## config.mk

```make
export PLATFORM = sky130hd
export DESIGN_NAME = vec_sequencer
export DESIGN_NICKNAME = d
export VERILOG_FILES = /design/src/rtl/vec_sequencer.sv
export SDC_FILE = /design/constraint.sdc
export NUM_CORES = 1
export LEC_CHECK = 0
export ABC_AREA = 1
export CAP_MARGIN = 20
export CORE_AREA = 2 2 64 66
export CTS_CLUSTER_DIAMETER = 50
export DETAILED_ROUTE_END_ITERATION = 8
export DIE_AREA = 0 0 66 68
export GPL_TIMING_DRIVEN = 0
export PLACE_DENSITY = 0.69
export SLEW_MARGIN = 40
export SYNTH_ARGS = -nofsm -noshare
export SYNTH_HDL_FRONTEND = slang
export SYNTH_SLANG_ARGS = --single-unit
```

## constraint.sdc

```tcl
create_clock -name i_clk -period 3.84 [get_ports i_clk]
set_input_delay 1.152 -clock i_clk [delete_from_list [all_inputs] [get_ports i_clk]]
set_output_delay 1.152 -clock i_clk [all_outputs]
set_load 0.01 [all_outputs]
```

## src/rtl/vec_sequencer.sv

```systemverilog
// vec_sequencer: drives a fixed {a,b,c,d} vector table into a combinational DUT and
// counts f_b/f_nb mismatches at the end of each hold window. Define VEC_SEQ_LOOP_EN to repeat the run.
module vec_sequencer #(
  parameter int unsigned NUM_VEC     = 6,
  parameter int unsigned HOLD_CYCLES = 5
) (
  input  logic       i_clk,
  input  logic       i_rst_n,
  input  logic       i_start,
  input  logic       i_abort,
  input  logic       i_f_b,
  input  logic       i_f_nb,
  output logic       o_a,
  output logic       o_b,
  output logic       o_c,
  output logic       o_d,
  output logic       o_busy,
  output logic       o_done,
  output logic [2:0] o_vec_idx,
  output logic [3:0] o_err_b,
  output logic [3:0] o_err_nb
);

  localparam int unsigned IDX_W = 3;
  localparam int unsigned CNT_W = 8;
  localparam int unsigned ERR_W = 4;
  localparam logic [IDX_W-1:0] LAST_IDX  = IDX_W'(NUM_VEC - 1);
  localparam logic [CNT_W-1:0] LAST_HOLD = CNT_W'(HOLD_CYCLES - 1);
  localparam logic [ERR_W-1:0] ERR_MAX   = '1;

  typedef enum logic [1:0] {S_IDLE, S_DRIVE, S_DONE} state_t;

  state_t           r_state, w_state_nxt;
  logic [CNT_W-1:0] r_hold_cnt, w_hold_nxt;
  logic [IDX_W-1:0] r_vec_idx, w_idx_nxt;
  logic [3:0]       r_vec, w_vec_nxt;
  logic [ERR_W-1:0] r_err_b, w_err_b_nxt;
  logic [ERR_W-1:0] r_err_nb, w_err_nb_nxt;
  logic             r_busy, w_busy_nxt;
  logic             r_done, w_done_nxt;
  logic             w_sample, w_last, w_f_exp;

  function automatic logic [3:0] vec_lut(input logic [IDX_W-1:0] idx);
    case (idx)
      3'd1:    vec_lut = 4'b1101;
      3'd2:    vec_lut = 4'b1111;
      3'd3:    vec_lut = 4'b1000;
      3'd4:    vec_lut = 4'b0011;
      3'd5:    vec_lut = 4'b1010;
      default: vec_lut = 4'b0000;
    endcase
  endfunction

  assign w_sample = (r_hold_cnt == LAST_HOLD);
  assign w_last   = (r_vec_idx == LAST_IDX);
  // r_vec always holds table[r_vec_idx] while driving, so it is the vector under test
  assign w_f_exp  = (r_vec[3] & r_vec[2]) | (r_vec[1] & r_vec[0]);

  // State register
  always_ff @(posedge i_clk) begin
    if (!i_rst_n) r_state <= S_IDLE;
    else          r_state <= w_state_nxt;
  end

  // Next-state logic
  always_comb begin
    w_state_nxt = r_state;
    case (r_state)
      S_IDLE:  if (i_start) w_state_nxt = S_DRIVE;
      S_DRIVE: begin
        if (i_abort) w_state_nxt = S_IDLE;
`ifndef VEC_SEQ_LOOP_EN
        else if (w_sample && w_last) w_state_nxt = S_DONE;
`endif
      end
      S_DONE:  w_state_nxt = S_IDLE;
      default: w_state_nxt = S_IDLE;
    endcase
  end

  // Output/datapath next values; abort pre-empts the sample on the same cycle
  always_comb begin
    w_hold_nxt   = '0;
    w_idx_nxt    = '0;
    w_err_b_nxt  = r_err_b;
    w_err_nb_nxt = r_err_nb;
    w_done_nxt   = 1'b0;
    case (r_state)
      S_IDLE: begin
        if (i_start) begin
          w_err_b_nxt  = '0;
          w_err_nb_nxt = '0;
        end
      end
      S_DRIVE: begin
        if (!i_abort) begin
          w_idx_nxt  = r_vec_idx;
          w_hold_nxt = r_hold_cnt + CNT_W'(1);
          if (w_sample) begin
            w_hold_nxt = '0;
            if ((i_f_b != w_f_exp) && (r_err_b != ERR_MAX))
              w_err_b_nxt = r_err_b + ERR_W'(1);
            if ((i_f_nb != w_f_exp) && (r_err_nb != ERR_MAX))
              w_err_nb_nxt = r_err_nb + ERR_W'(1);
            if (w_last) begin
              w_idx_nxt = '0;
`ifdef VEC_SEQ_LOOP_EN
              w_done_nxt = 1'b1;
`endif
            end else begin
              w_idx_nxt = r_vec_idx + IDX_W'(1);
            end
          end
        end
      end
      default: ;
    endcase
    if (w_state_nxt == S_DONE) w_done_nxt = 1'b1;
    w_busy_nxt = (w_state_nxt == S_DRIVE);
    w_vec_nxt  = w_busy_nxt ? vec_lut(w_idx_nxt) : 4'b0000;
  end

  // Datapath and output registers
  always_ff @(posedge i_clk) begin
    if (!i_rst_n) begin
      r_hold_cnt <= '0;
      r_vec_idx  <= '0;
      r_vec      <= '0;
      r_err_b    <= '0;
      r_err_nb   <= '0;
      r_busy     <= 1'b0;
      r_done     <= 1'b0;
    end else begin
      r_hold_cnt <= w_hold_nxt;
      r_vec_idx  <= w_idx_nxt;
      r_vec      <= w_vec_nxt;
      r_err_b    <= w_err_b_nxt;
      r_err_nb   <= w_err_nb_nxt;
      r_busy     <= w_busy_nxt;
      r_done     <= w_done_nxt;
    end
  end

  assign {o_a, o_b, o_c, o_d} = r_vec;
  assign o_busy    = r_busy;
  assign o_done    = r_done;
  assign o_vec_idx = r_vec_idx;
  assign o_err_b   = r_err_b;
  assign o_err_nb  = r_err_nb;

endmodule
```

## Word level (Yosys, flattened, before mapping)

Cells that the tools add are included.

- Register bits: 27
- Input bits: 6

- $add $sub $neg: 4
- Eq/ne operators: 19
- Mux-type cells: 19
- Bitwise logic cells: 5
- Reduce and logical (&&, ||, !) cells: 9

Operators by type and width:

| kind | count |
|---|---|
| $mux 4 | 7 |
| $pmux 4 s5 | 1 |
| $pmux 4 s2 | 2 |
| $mux 3 | 4 |
| $ne 2x2->1 const B | 5 |
| $reduce_and 5->1 | 2 |
| $eq 3x3->1 const B | 3 |
| $add 4x1->4 const B | 2 |
| $add 8x1->8 const B | 1 |
| $eq 8x3->1 const B | 1 |
| $ne 4x4->1 const B | 2 |
| $eq 3x2->1 const B | 2 |
| $mux 2 | 3 |
| $eq 2x1->1 const B | 2 |
| $pmux 2 s2 | 1 |
| $reduce_or 4->1 | 1 |
| $add 3x1->3 const B | 1 |
| $eq 3x1->1 const B | 1 |
| $logic_and 1x1->1 | 3 |
| $and 1x1->1 | 2 |
| $eq 2x2->1 const B | 1 |
| $logic_not 2->1 | 1 |
| $ne 1x1->1 | 2 |
| $not 1->1 | 2 |
| 4 further kinds | 4 |

## Depth between registers and ports, before layout

- Depth in word-level cells: 8
- Mapped depth: 12
- Depth with buffers taken out: 12

## Least setup slack after synthesis

OpenSTA, ideal clock, no wires.

- Path kind: input to register
- From: input port i_abort
- To: register r_vec[0]
- Setup time: 0.064 ns
- Arrival: 2.105 ns
- Required time: 3.776 ns
- Slack: 1.672 ns
- Cell stages on the path: 8
- Buffers on the path: 0
- Cell sequence: nor2_4 > nand2_1 > a21oi_1 > nand2_2 > ha_1 > nand2_1 > nand2_1 > nor2_1

- Longest elaborated chain between the ends: 4
- Elaborated cells on any way between the ends: 12
- Those cells by class: eq/ne: 6; mux: 5; reduce/logical: 1

RTL lines:

| element | RTL line | source |
|---|---|---|
| start, declared | 10 | `input logic i_abort,` |
| $mux 3 / $mux 2 (equally long branches) | 96, 71 |  |
| $mux 3 / $pmux 2 s2 (equally long branches) | 88, 68 |  |
| $eq 3x3->1, or another cell as far along | 44 | `case (idx)` |
| $pmux 4 s5 / $reduce_and 2->1 (equally long branches) | - |  |
| end signal, assigned | 136 | `r_vec <= w_vec_nxt;` |
| end, declared | 36 | `logic [3:0] r_vec, w_vec_nxt;` |

Several ways; a longest one is shown, not always the timed one.
A chain may end at the register's enable or synchronous reset.

## Final worst setup path

- From: input port i_abort
- To: register r_vec[1]

The elaborated chain is that of the path after synthesis.

==> metrics <==
setup TNS 0 ns; max incr delay on CP 0.48 ns; initial antenna violation count 0; Final Max Slew Viols 0; final setup vio count 0; outcome finished, final reports clean; mux cell area share after synthesis 0%; core region area 3860 µm²; CP cell instances clkdlybuf4s50_1 -> nor2_4 -> nand2_1 -> a21oi_1 -> nand2_2 -> ha_1 -> nand2_1 -> nand2_1 -> nor2_1; first-pass GRT wire length 4.64 mm; PortBufs 22; clk sinks 27; stages on the worst setup path 9; CTS tree built; crit path kind primary input to register; Post-Synth Simple-Gate Area 39.0%; wire length per cell 9.45 µm; Max Cap Viol 0; adder-cell share of the synthesized area 4.42%; Reg2Reg Depth 12; Final Hold Fails 0; mean post-synth cell area 7.04 µm²; Via density 4.56; routability cong. 0.817; area grow syn2layout 23.2%; post-CTS resize count 0; later-pin clock latency in the skew report 0.27 ns; # diodes 0; Total GRT Usage 13.2%; Largest delay share family, worst path simple AND/OR/NAND/NOR gates; kind of end point of the critical path register; die area 4490 µm²; Yosys reg bits 27; most common cell after layout, fill and taps aside nand2_1; CTS hold repair buffers 0; H-tree Lvls 1; Post-DRT Antenna Nets 0; Worst setup SP type primary input; 1st-pass router iterations 4; FMAX 0.396 GHz; Cell variety after synth 25; clock-pin slew on the worst setup and hold paths 0.09 ns; XOR/XNOR Fraction of Synth Area 1.86%; DP Worst Slack 1.02 ns; maximum VDD drop 0.000124 V; RSZ-0062 raised after global routing false; Max clock buf depth 2; main combinational cell family by area after synthesis simple AND/OR/NAND/NOR gates; Post-CTS Setup Repair Bufs 0; crit path time final 2.52 ns; sequential fraction of the synthesis area 38.2%; Hold Path Class register to register; Routed WL 2.62 mm; drc violations 0; row count 23; Root Buffer Master clkbuf_8; I/O Pins 23; synthesized netlist cell count 201; Vias 1262; Rel. slew slack 69.3%; worst-case clock skew 0.00143 ns; final-stage net count 239; syn nets 212; largest net degree at the start of global routing 15; Fillers 414; DR iter-0 viols 46; P_leak 0.000721 µW; Hold Path Depth 1; critical path fanouts, max 5; die height 68 µm; Req. time, crit path 4.05 ns; Synth Area in Compound Gates 7.25%; period utilization 65.7%; total gr overflow 0; Cell Area, Synth 1420 µm²; DP Wirelength 2.09 mm; share of cells above drive strength 1 10.1%; most used cell, CP nand2_1; Buffers & Inverters on Critical Path 1; Tightest Pin Transition 0.461 ns; slowest CP cell clkdlybuf4s50_1; final worst setup slack 1.32 ns; most frequent cells in the layout 43 x nand2_1, 34 x nor2_1, 30 x inv_1; Starting Density 36.7%; P per Cell Area 289 nW/µm²; Arr. time, crit path 2.74 ns; number of global-route vias before repair 1119; die width 66 µm; CTS buffer count 3; Warnings, synthesis 0
[registers in the layout, summed over array words and instances, names as in the netlist]
name	count
r_state	2
o_err_nb	4
o_vec_idx	3
o_err_b	4
o_busy	1
r_vec	4
o_done	1
r_hold_cnt	8
[layer usage]
layer	vias to the layer above	wire length (µm)	global-route usage, %
met5	-	0	0
met4	0	53	6.12
met3	5	89	1.48
met2	19	1300	23.6
met1	559	1180	16.0
li1	679	-	-
[synth_stat cells (all sizes together)]
master	instances	area (µm²)
nor4	4	25.0
dfxtp	27	541
o21bai	2	15.0
o21ai	4	20.0
xor2	3	26.3
inv	33	124
buf	1	3.75
nor3	4	25.0
o31ai	1	7.51
a21oi	12	60.1
nor2	38	168
clkinv	1	3.75
nor3b	3	22.5
nand3	14	108
nand2	49	204
ha	5	62.6
[metrics by stage]
stage / instance area (µm²) / utilization (%) / power [µW] / cells / hold slack, ns
floorplan: 1420 / - / 330 / 201 / 0.430
global placement: 1700 / 44.0 / 352 / 273 / 0.445
detailed placement: 1700 / 44.0 / 352 / 273 / 0.465
CTS: 1740 / 45.2 / 511 / 277 / 0.486
global route: 1740 / 45.2 / 525 / 277 / 0.501
finish: 1740 / 45.2 / 504 / 277 / 0.479
[area by class of cell]
class                           count  area (µm²)  share of cell area, %
Multi-Input combinational cell    139         743                   42.6
Sequential cell                    27         541                   31.0
Timing Repair Buffer               22         220                   12.6
Inverter                           34         128                   7.32
Tap cell                           50        62.6                   3.59
Clock buffer                        4        45.0                   2.58
Buffer                              1        3.75                  0.215
[cells by family (layout without fill, tap and decap cells)]
kind of cell | Yosys count | after routing
AOI/OAI and AO/OA | 19 | 19
xor gates and xnor gates | 3 | 3
adders and majority gates | 5 | 5
buffers and inverters | 35 | 61
DFF | 27 | 27
and+or+nand+nor | 112 | 112
[path summary, 6_finish.rpt]
path / start / end / slack [ns]
max reg2reg: r_hold_cnt[0]$_SDFF_PP0_ / r_vec[1]$_SDFF_PN0_ / 2.02
max: i_abort / r_vec[1]$_SDFF_PN0_ / 1.32
min reg2reg: r_hold_cnt[0]$_SDFF_PP0_ / r_hold_cnt[0]$_SDFF_PP0_ / 0.48
min: r_hold_cnt[0]$_SDFF_PP0_ / r_hold_cnt[0]$_SDFF_PP0_ / 0.48
[where the power goes]
part           switching (µW)  leakage, µW  internal (µW)
clock network            84.1    0.0000228           74.3
registers                5.48     0.000219            285
logic                    30.4     0.000480           23.9
total                     120     0.000721            384
Power figures use the tool's default switching activity.
